--- src/rtl/instruction_fetch.sv ---
// Fetch stage: owns the program counter, addresses the combinational instruction
// memory and registers each fetched word with its PC into a one-entry output slot.
module instruction_fetch #(
   parameter logic [63:0] RESET_PC = 64'h0
) (
   input  logic        clk,
   input  logic        rstn,
   input  logic        en,
   output logic [63:0] imem_pc,
   input  logic [31:0] imem_instr,
   input  logic        redirect_valid,
   input  logic [63:0] redirect_pc,
   output logic        out_valid,
   input  logic        out_ready,
   output logic [31:0] out_instr,
   output logic [63:0] out_pc,
   output logic        fault
);

   typedef enum logic {RUN, FAULT} state_t;

   state_t      state_q, state_d;
   logic [63:0] pc_q, pc_d;
   logic        valid_q, valid_d;
   logic [31:0] instr_q, instr_d;
   logic [63:0] opc_q, opc_d;
   logic        slot_free;

   assign slot_free = !valid_q || out_ready;

   always_ff @(posedge clk or negedge rstn) begin
      if (!rstn) begin
         state_q <= RUN;
         pc_q    <= RESET_PC;
         valid_q <= 1'b0;
         instr_q <= 32'h0;
         opc_q   <= 64'h0;
      end else begin
         state_q <= state_d;
         pc_q    <= pc_d;
         valid_q <= valid_d;
         instr_q <= instr_d;
         opc_q   <= opc_d;
      end
   end

   // A redirect always wins over capture and discards the word sitting in the slot.
   always_comb begin
      state_d = state_q;
      pc_d    = pc_q;
      valid_d = valid_q;
      instr_d = instr_q;
      opc_d   = opc_q;
      if (state_q == RUN) begin
         if (redirect_valid && (redirect_pc[1:0] != 2'b00)) begin
            state_d = FAULT;
            valid_d = 1'b0;
         end else if (redirect_valid) begin
            pc_d    = redirect_pc;
            valid_d = 1'b0;
         end else if (en && slot_free) begin
            instr_d = imem_instr;
            opc_d   = pc_q;
            valid_d = 1'b1;
            pc_d    = pc_q + 64'd4;
         end else if (out_ready) begin
            valid_d = 1'b0;
         end
      end else begin
         valid_d = 1'b0;
      end
   end

   assign imem_pc   = pc_q;
   assign out_valid = valid_q;
   assign out_instr = instr_q;
   assign out_pc    = opc_q;
   assign fault     = (state_q == FAULT);

endmodule

--- config.mk ---
export PLATFORM = sky130hd
export DESIGN_NAME = instruction_fetch
export DESIGN_NICKNAME = d
export VERILOG_FILES = /design/src/rtl/instruction_fetch.sv
export SDC_FILE = /design/constraint.sdc
export NUM_CORES = 1
export LEC_CHECK = 0
export ABC_CLOCK_PERIOD_IN_PS = 4200
export BUFFER_PORTS_ARGS = -buffer_cell sky130_fd_sc_hd__clkbuf_2
export CORE_MARGIN = 5
export CORE_UTILIZATION = 45
export CTS_BUF_LIST = sky130_fd_sc_hd__clkbuf_2 sky130_fd_sc_hd__clkbuf_4 sky130_fd_sc_hd__clkbuf_8
export DETAILED_ROUTE_END_ITERATION = 6
export HOLD_SLACK_MARGIN = 0.06
export PLACE_DENSITY = 0.71
export SYNTH_ARGS = -nofsm -noshare
export SYNTH_HDL_FRONTEND = slang
export SYNTH_SLANG_ARGS = --single-unit
--- constraint.sdc ---
create_clock -name clk -period 4.2 [get_ports clk]
set_input_delay 0.84 -clock clk [delete_from_list [all_inputs] [get_ports clk]]
set_output_delay 0.84 -clock clk [all_outputs]
set_load 0.05 [all_outputs]
# Word level (Yosys, flattened, before mapping)
# Cells that the tools add are included.
[word_totals]
regBits = 162
in_bits = 101
out_inout_bits = 162
elab_cells = 27
[classes]
add_sub_neg = 1
muxes = 9
bitwise = 3
n_reduce_logical = 9
[ops]
columns = ["cell", "n"]
rows = [
  ["$mux 64", 2],
  ["$add 64x3->64 const B", 1],
  ["$mux 1", 7],
  ["$reduce_bool 5->1", 1],
  ["$reduce_and 4->1", 1],
  ["$reduce_bool 2->1", 2],
  ["$not 1->1", 3],
  ["$reduce_and 3->1", 1],
  ["$logic_and 1x1->1", 2],
  ["$logic_not 1->1", 1],
  ["$logic_or 1x1->1", 1],
]

# Logic depth before layout (Yosys ltp)
# Gate-level depths: netlist of run 1.
[depth]
depth_word = 7
mapped_depth = 9
mapped_depth_nobuf = 7

# Least setup slack after synthesis of run 1
# No wires, ideal clock.
[synth_path]
kind = "reg2reg"
from = "reg pc_q[2] (netlist: imem_pc[2])"
to = "reg pc_q[48] (netlist: imem_pc[48])"
setup_time_ns = 0.137
arrival_ns = 2.274
required_ns = 4.063
path_slack_ns = 1.789
stages_incl_launch_ff = 9
path_buffers = 1
synth_period_minus_slack_ns = 2.411
path_cell_list = "dfrtp_1 > ha_1 > and3_1 > buf_6 > and4_4 > nand4_2 > or4_1 > o21ai_1 > a21oi_1"
[synth_between]
elab_chain_len = 3
[synth_lines]
columns = ["element", "line", "text"]
rows = [
  ["start: declaration", "23", "logic [63:0] pc_q, pc_d;"],
  ["start signal: assignment", "40", "pc_q <= pc_d;"],
  ["$add 64x3->64", "65", "pc_d = pc_q + 64'd4;"],
  ["$mux 64", "61", "end else if (en && slot_free) begin"],
  ["$mux 64", "58", "end else if (redirect_valid) begin"],
]
# Every way passes these cells. The select of a mux whose other input is x is not followed.
# A chain may end at the register's enable or synchronous reset.

# Worst setup path after layout of run 1
[layout_path]
from = "reg pc_q[2] (netlist: imem_pc[2])"
to = "reg pc_q[50] (netlist: imem_pc[50])"
# The elaborated chain is that of the path after synthesis.

==> results.tsv, run 1 <==
metric	value	unit
RSZ-0062 raised after global routing	false	
Core ar.	0.0172	mm²
worst skew pair latency	0.46	ns
sequential-to-total area share from yosys stat	51.3	%
crit share post-route	61.8	%
FMAX	0.385	GHz
H-Tree Level Count	4	
global routing usage on met3	6.18	%
CTS tree	built	
Layout Cells excl Fill	1399	
Cell Area, Synth	0.00790	mm²
Power Density	467	mW/mm²
root buffer cell	clkbuf_8	
Reg clk slew, reported paths	0.09	ns
vias in the first global route	7265	
Post-Route WL	24.3	mm
Netlist cell types	61	
largest area contributor in the netlist	dfrtp_1	
Die W	142	µm
Synth Area per Inst	8.54	µm²
most common cell after layout, fill and taps aside	nand2_1	
Crit Path Category	flip-flop to flip-flop	
CP required	4.54	ns
# nets final	1263	
setup_tns	0	ns
wire length per cell	17.4	µm
count of maximum capacitance violations	0	
CP max FO	8	
Post-synth EDFFs	0	
Max Root-Sink Buffers	2	
Placer Congestion	0.866	
I/O Buffers	262	
Slew HR	22.0	%
global-route wire length before repair	38.7	mm
layout cells sized above 1	29.4	%
Final Skew	0.0107	ns
grt peak-use layer	met2	
initial antenna violation count	0	
DP Cell Count	1367	
Yosys top cell area share	51.3	%
# diodes	0	
Setup Viol. Count Final	0	
via count	7663	
Worst-Margin Slew	1.17	ns
top-level I/O count	263	
P_leak	5.11	nW
GR Overflow Total	0	
post_cts resized	0	
ranking of synthesized cells by area	dfrtp_1 51%, nand2_1 15%, a21oi_1 4.2%	
Total GRT Usage	23.9	%
worst slack, placed	1.28	ns
Gate Count Post-Synth	925	
die area	0.0203	mm²
run status	finished clean	
Tmin final	2.60	ns
Initial Util	45.8	%
Startpoint Class	flip-flop	
Post-Syn Nets	1027	
clk sinks	162	
Die Ht	142	µm
Synth async-reset ratio	100	%
drt first pass iters	6	
post-synthesis register bit count	162	
Final Max Tran Viols	0	
DR vias/cell	5.48	
Crit. End Element	flip-flop	
CTS Buf Count	17	
peak supply drop	0.260	mV
met2 Usage GRT	37.7	%
WP data arrival	2.94	ns
Hold Path Class	input pin to asynchronous set/reset pin	
# fillers	1641	
detailed placement HPWL	17.3	mm
DRT iter0 DRCs	501	
Final Hold Viols	0	
row cnt	48	
Ys Warns	0	
Area Overhead vs Synth	24.8	%
Final ANT Viol Nets	0	
min setup slack post-route	1.60	ns
drt drc	0	
pin count of the biggest net entering global routing	108	
hold-fix buffers at CTS	0	
Post-CTS Setup Inserts	0	
Main synth FF type	dfrtp_1	
most frequent cells in the layout	312 x nand2_1, 260 x clkbuf_2, 162 x dfrtp_1, 67 x a21oi_1, 62 x o21ai_0	
M1 GR Usage	32.7	%
[cells in the mapped netlist, types with 7 or more instances]
library cell	instances
o22ai_1	11
a31o_2	7
and3_1	10
clkbuf_1	35
buf_2	7
and2_1	7
nand3_1	35
nand4_1	16
nand2_1	312
a21oi_1	67
dfrtp_1	162
inv_1	11
buf_1	12
o21ai_0	62
mux2i_1	7
nor3_1	20
nor2_1	39
[flip-flops by register name, summed over array words and instances (netlist names)]
| register | flops |
|---|---|
| fault | 1 |
| out_valid | 1 |
| out_pc | 64 |
| imem_pc | 64 |
| out_instr | 32 |
[critical path, cell delays in order, from the launching register on]
cell and delay [ns]:
dfrtp_1 0.51, ha_1 0.28, and3_1 0.35, and4_4 0.33
nand4_1 0.37, nor2_1 0.29, a32oi_1 0.14, o22a_1 0.20
[final cells by class]
cell class	count	area, µm²	area share (%)
Clock buffer	17	234	2.37
Clock inverter	15	230	2.34
Inverter	13	48.8	0.495
Multi-Input combinational cell	693	3570	36.3
Sequential cell	162	4050	41.1
Tap cell	225	282	2.86
Timing Repair Buffer	274	1430	14.5
[through the flow]
step,utilization [%],cell area [µm²],total power [mW],hold WS (ns)
2_1_floorplan,-,7900,2.89,0.544
3_3_place_gp,54.5,9390,3.28,0.456
3_5_place_dp,54.5,9390,3.30,0.461
4_1_cts,57.2,9850,4.64,0.464
5_1_grt,57.2,9850,4.81,0.486
6_report,57.2,9850,4.60,0.419
[path summary, 6_finish.rpt]
path | end | cells after the start | slack, ns | startpoint
min reg2reg | out_pc[37] | 2 | 0.48 | out_pc[37]
min | out_instr[7] | 1 | 0.42 | rstn
max in group asynchronous | out_pc[59] | 2 | 2.85 | rstn
min in group clk | out_pc[37] | 2 | 0.48 | out_pc[37]
max reg2reg | imem_pc[50] | 7 | 1.60 | imem_pc[2]
max | imem_pc[50] | 7 | 1.60 | imem_pc[2]
[report_power, final]
group	switching (mW)	internal [mW]	total, mW
logic	0.995	0.284	1.28
registers	0.235	1.75	1.98
clock network	0.619	0.715	1.33
[per-layer routing]
layer  part of all wire [%]  vias up  routed length, µm
met4                    1.4        0                352
met5                      0        -                  0
met3                    8.7       29               2110
met2                     48      323              11600
met1                     42     3636              10300
li1                       -     3675                  -
[cells by family (layout without fill, tap and decap cells)]
logic type / after synthesis / in the layout / share of synthesized area [%]
AOI/OAI and AO/OA: 202 / 202 / 15.4
adders and majority gates: 1 / 1 / 0.158
buffers and inverters: 70 / 319 / 3.64
DFF: 162 / 162 / 51.3
muxes: 7 / 7 / 0.888
and+or+nand+nor: 483 / 483 / 28.5
Power figures use the tool's default switching activity.
==> run 2: changes to the inputs <==
ABC_AREA = 1   (was not set)
ABC_CLOCK_PERIOD_IN_PS = 2590   (was 4200)
PLACE_DENSITY = 0.7   (was 0.71)
clock period = 2.59 ns   (was 4.2 ns; I/O delays follow)
==> results.tsv, run 2 <==
metric	value	unit
run status	finished clean	
post-synthesis register bit count	162	
worst slack, placed	0.410	ns
FMAX	0.484	GHz
GR Overflow Total	0	
# nets final	1533	
CP cell instances	ha_1 -> nand2_1 -> nor2_1 -> nand2_1 -> nor2_1 -> nand3_1 -> nand2_1 -> nand3_1 -> nand2_1 -> nand2_1	
# fillers	1874	
P_int	5.00	mW
Setup Viol. Count Final	0	
Final Skew	0.0117	ns
Crit. End Element	flip-flop	
root buffer cell	clkbuf_8	
crit share post-route	79.7	%
I/O Buffers	262	
CP max FO	6	
most frequent cells in the layout	349 x nand2_1, 261 x clkbuf_2, 182 x nor2_1, 162 x dfrtp_1, 114 x inv_1	
post_cts resized	0	
Final ANT Viol Nets	0	
Core ar.	0.0193	mm²
clk sinks	162	
CP max stage delay	0.45	ns
wire length per cell	16.9	µm
vias in the first global route	8313	
CP dominant cell by count	nand2_1	
clock power share	19.4	%
Sw Pwr	5.23	mW
sequential cell area	0.00405	mm²
# diodes	0	
Synth Area per Inst	7.45	µm²
DR vias/cell	5.14	
Ys Warns	0	
WP data arrival	2.44	ns
Design Power	10.2	mW
sequential share of power	37.5	%
via count	8790	
Switching Share	51.1	%
Tmin final	2.07	ns
Reg clk slew, reported paths	0.10	ns
Logic pwr share	43.2	%
commonest cells in the netlist	349 x nand2_1, 182 x nor2_1, 162 x dfrtp_1	
Yosys top cell area share	46.2	%
Final Hold Viols	0	
global-route wire length before repair	44.9	mm
worst skew pair latency	0.47	ns
Synth async-reset ratio	100	%
CTS tree	built	
drt drc	0	
Power Density	942	mW/mm²
top-count cell post-synth	nand2_1	
P_leak	5.80	nW
H-Tree Level Count	4	
Post-Syn Nets	1281	
RSZ-0062 raised after global routing	false	
CTS Buf Count	17	
initial antenna violation count	0	
detailed placement HPWL	22.3	mm
largest area contributor in the netlist	dfrtp_1	
Slew HR	57.2	%
Final Max Tran Viols	0	
Total GRT Usage	25.8	%
DRT iter0 DRCs	725	
Max Root-Sink Buffers	2	
layout cells sized above 1	26.9	%
Netlist cell types	28	
Cell Area, Synth	0.00878	mm²
drt first pass iters	5	
Die W	150	µm
pin count of the biggest net entering global routing	95	
setup_tns	0	ns
count of maximum capacitance violations	0	
Die Ht	150	µm
CP required	2.96	ns
row cnt	51	
Multi-input gate area	0.00411	mm²
Main synth FF type	dfrtp_1	
ranking of synthesized cells by area	dfrtp_1 46%, nand2_1 15%, nor2_1 7.8%	
Crit Path Category	flip-flop to flip-flop	
Worst-Margin Slew	0.642	ns
Placer Congestion	0.973	
Hold Path Class	input pin to flip-flop	
Gate Count Post-Synth	1179	
top-level I/O count	263	
critical path's slowest cell	dfrtp_1	
Startpoint Class	flip-flop	
most common cell after layout, fill and taps aside	nand2_1	
Initial Util	45.4	%
Post-Route WL	28.9	mm
Post-synth EDFFs	0	
sequential-to-total area share from yosys stat	46.2	%
peak supply drop	0.486	mV
min setup slack post-route	0.525	ns
die area	0.0224	mm²
Area Overhead vs Synth	23.5	%
[run 2: cell types whose count changed in the layout (fill, tap and decap cells not counted), sizes merged, moves of 22 or more]
| cell | delta |
|---|---|
| a21oi | -44 |
| inv | +109 |
| mux2 | +37 |
| nand2 | +54 |
| nand3 | +35 |
| nor2 | +159 |
| nor3 | -22 |
| o21ai | +63 |
[run 2: worst max-delay path: cells and delay by family (launching register included)]
kind          cells  cell delay (ns)
flops             1             0.45
simple gates      9             1.24
fa+ha+maj         1             0.27
[run 2: power groups by stage]
stage	clock (mW)	combinational, mW	sequential [mW]
6_report	1.98	4.41	3.83
5_1_grt	2.13	4.73	3.92
4_1_cts	2.02	4.44	3.81
3_5_place_dp	0	4.43	3.86
3_3_place_gp	0	4.39	3.84
2_1_floorplan	0	1.15	5.79
[run 2: path summary, 6_finish.rpt]
kind / startpoint / end / slack (ns) / cells past startpoint
hold / removal: imem_instr[0] / out_instr[0] / 0.27 / 2
min in group asynchronous: rstn / out_pc[54] / 0.60 / 2
hold reg to reg: out_pc[23] / out_pc[23] / 0.49 / 2
max in group asynchronous: rstn / imem_pc[31] / 1.19 / 3
setup / recovery: imem_pc[3] / imem_pc[50] / 0.52 / 10
setup reg to reg: imem_pc[3] / imem_pc[50] / 0.52 / 10
[run 2: area by class of cell]
| class | instances | share of cell area, % |
|---|---|---|
| Clock buffer | 18 | 2.23 |
| Timing Repair Buffer | 276 | 13.8 |
| Multi-Input combinational cell | 856 | 37.9 |
| Clock inverter | 14 | 1.55 |
| Tap cell | 265 | 3.06 |
| Sequential cell | 162 | 37.4 |
| Inverter | 118 | 4.08 |
[run 2: repair_timing]
action                    in CTS  in global routing
buffers inserted               0                  0
hold buffers                   1                  0
hold endpoints to repair      39                  0
[run 2: cell families (layout without fill, tap and decap cells)]
| group | Yosys count | after routing | share of synthesized area, % |
|---|---|---|---|
| AOI/OAI and AO/OA | 169 | 169 | 10.1 |
| buffers and inverters | 161 | 426 | 7.21 |
| adders and majority gates | 1 | 1 | 0.142 |
| and+or+nand+nor | 645 | 645 | 31.3 |
| DFF | 162 | 162 | 46.2 |
| xor gates and xnor gates | 4 | 4 | 0.399 |
| muxes | 37 | 37 | 4.74 |
[run 2: through the flow]
| stage | instances | hold WS (ns) | util, % | area [µm²] |
|---|---|---|---|---|
| after global routing | 1709 | 0.244 | 56.1 | 10800 |
| after CTS | 1709 | 0.244 | 56.1 | 10800 |
| after global placement | 1676 | 0.467 | 53.9 | 10400 |
| after floorplan | 1179 | 0.222 | - | 8780 |
| final | 1709 | 0.269 | 56.1 | 10800 |
| after detailed placement | 1676 | 0.471 | 53.9 | 10400 |
[run 2: routing by layer]
layer | up-vias | share of wire (%) | GRT usage [%]
met4 | 0 | 2.8 | 8.83
met5 | - | 0 | 0
met3 | 53 | 8.8 | 5.39
met2 | 387 | 44 | 39.0
li1 | 4253 | - | -
met1 | 4097 | 44 | 36.8
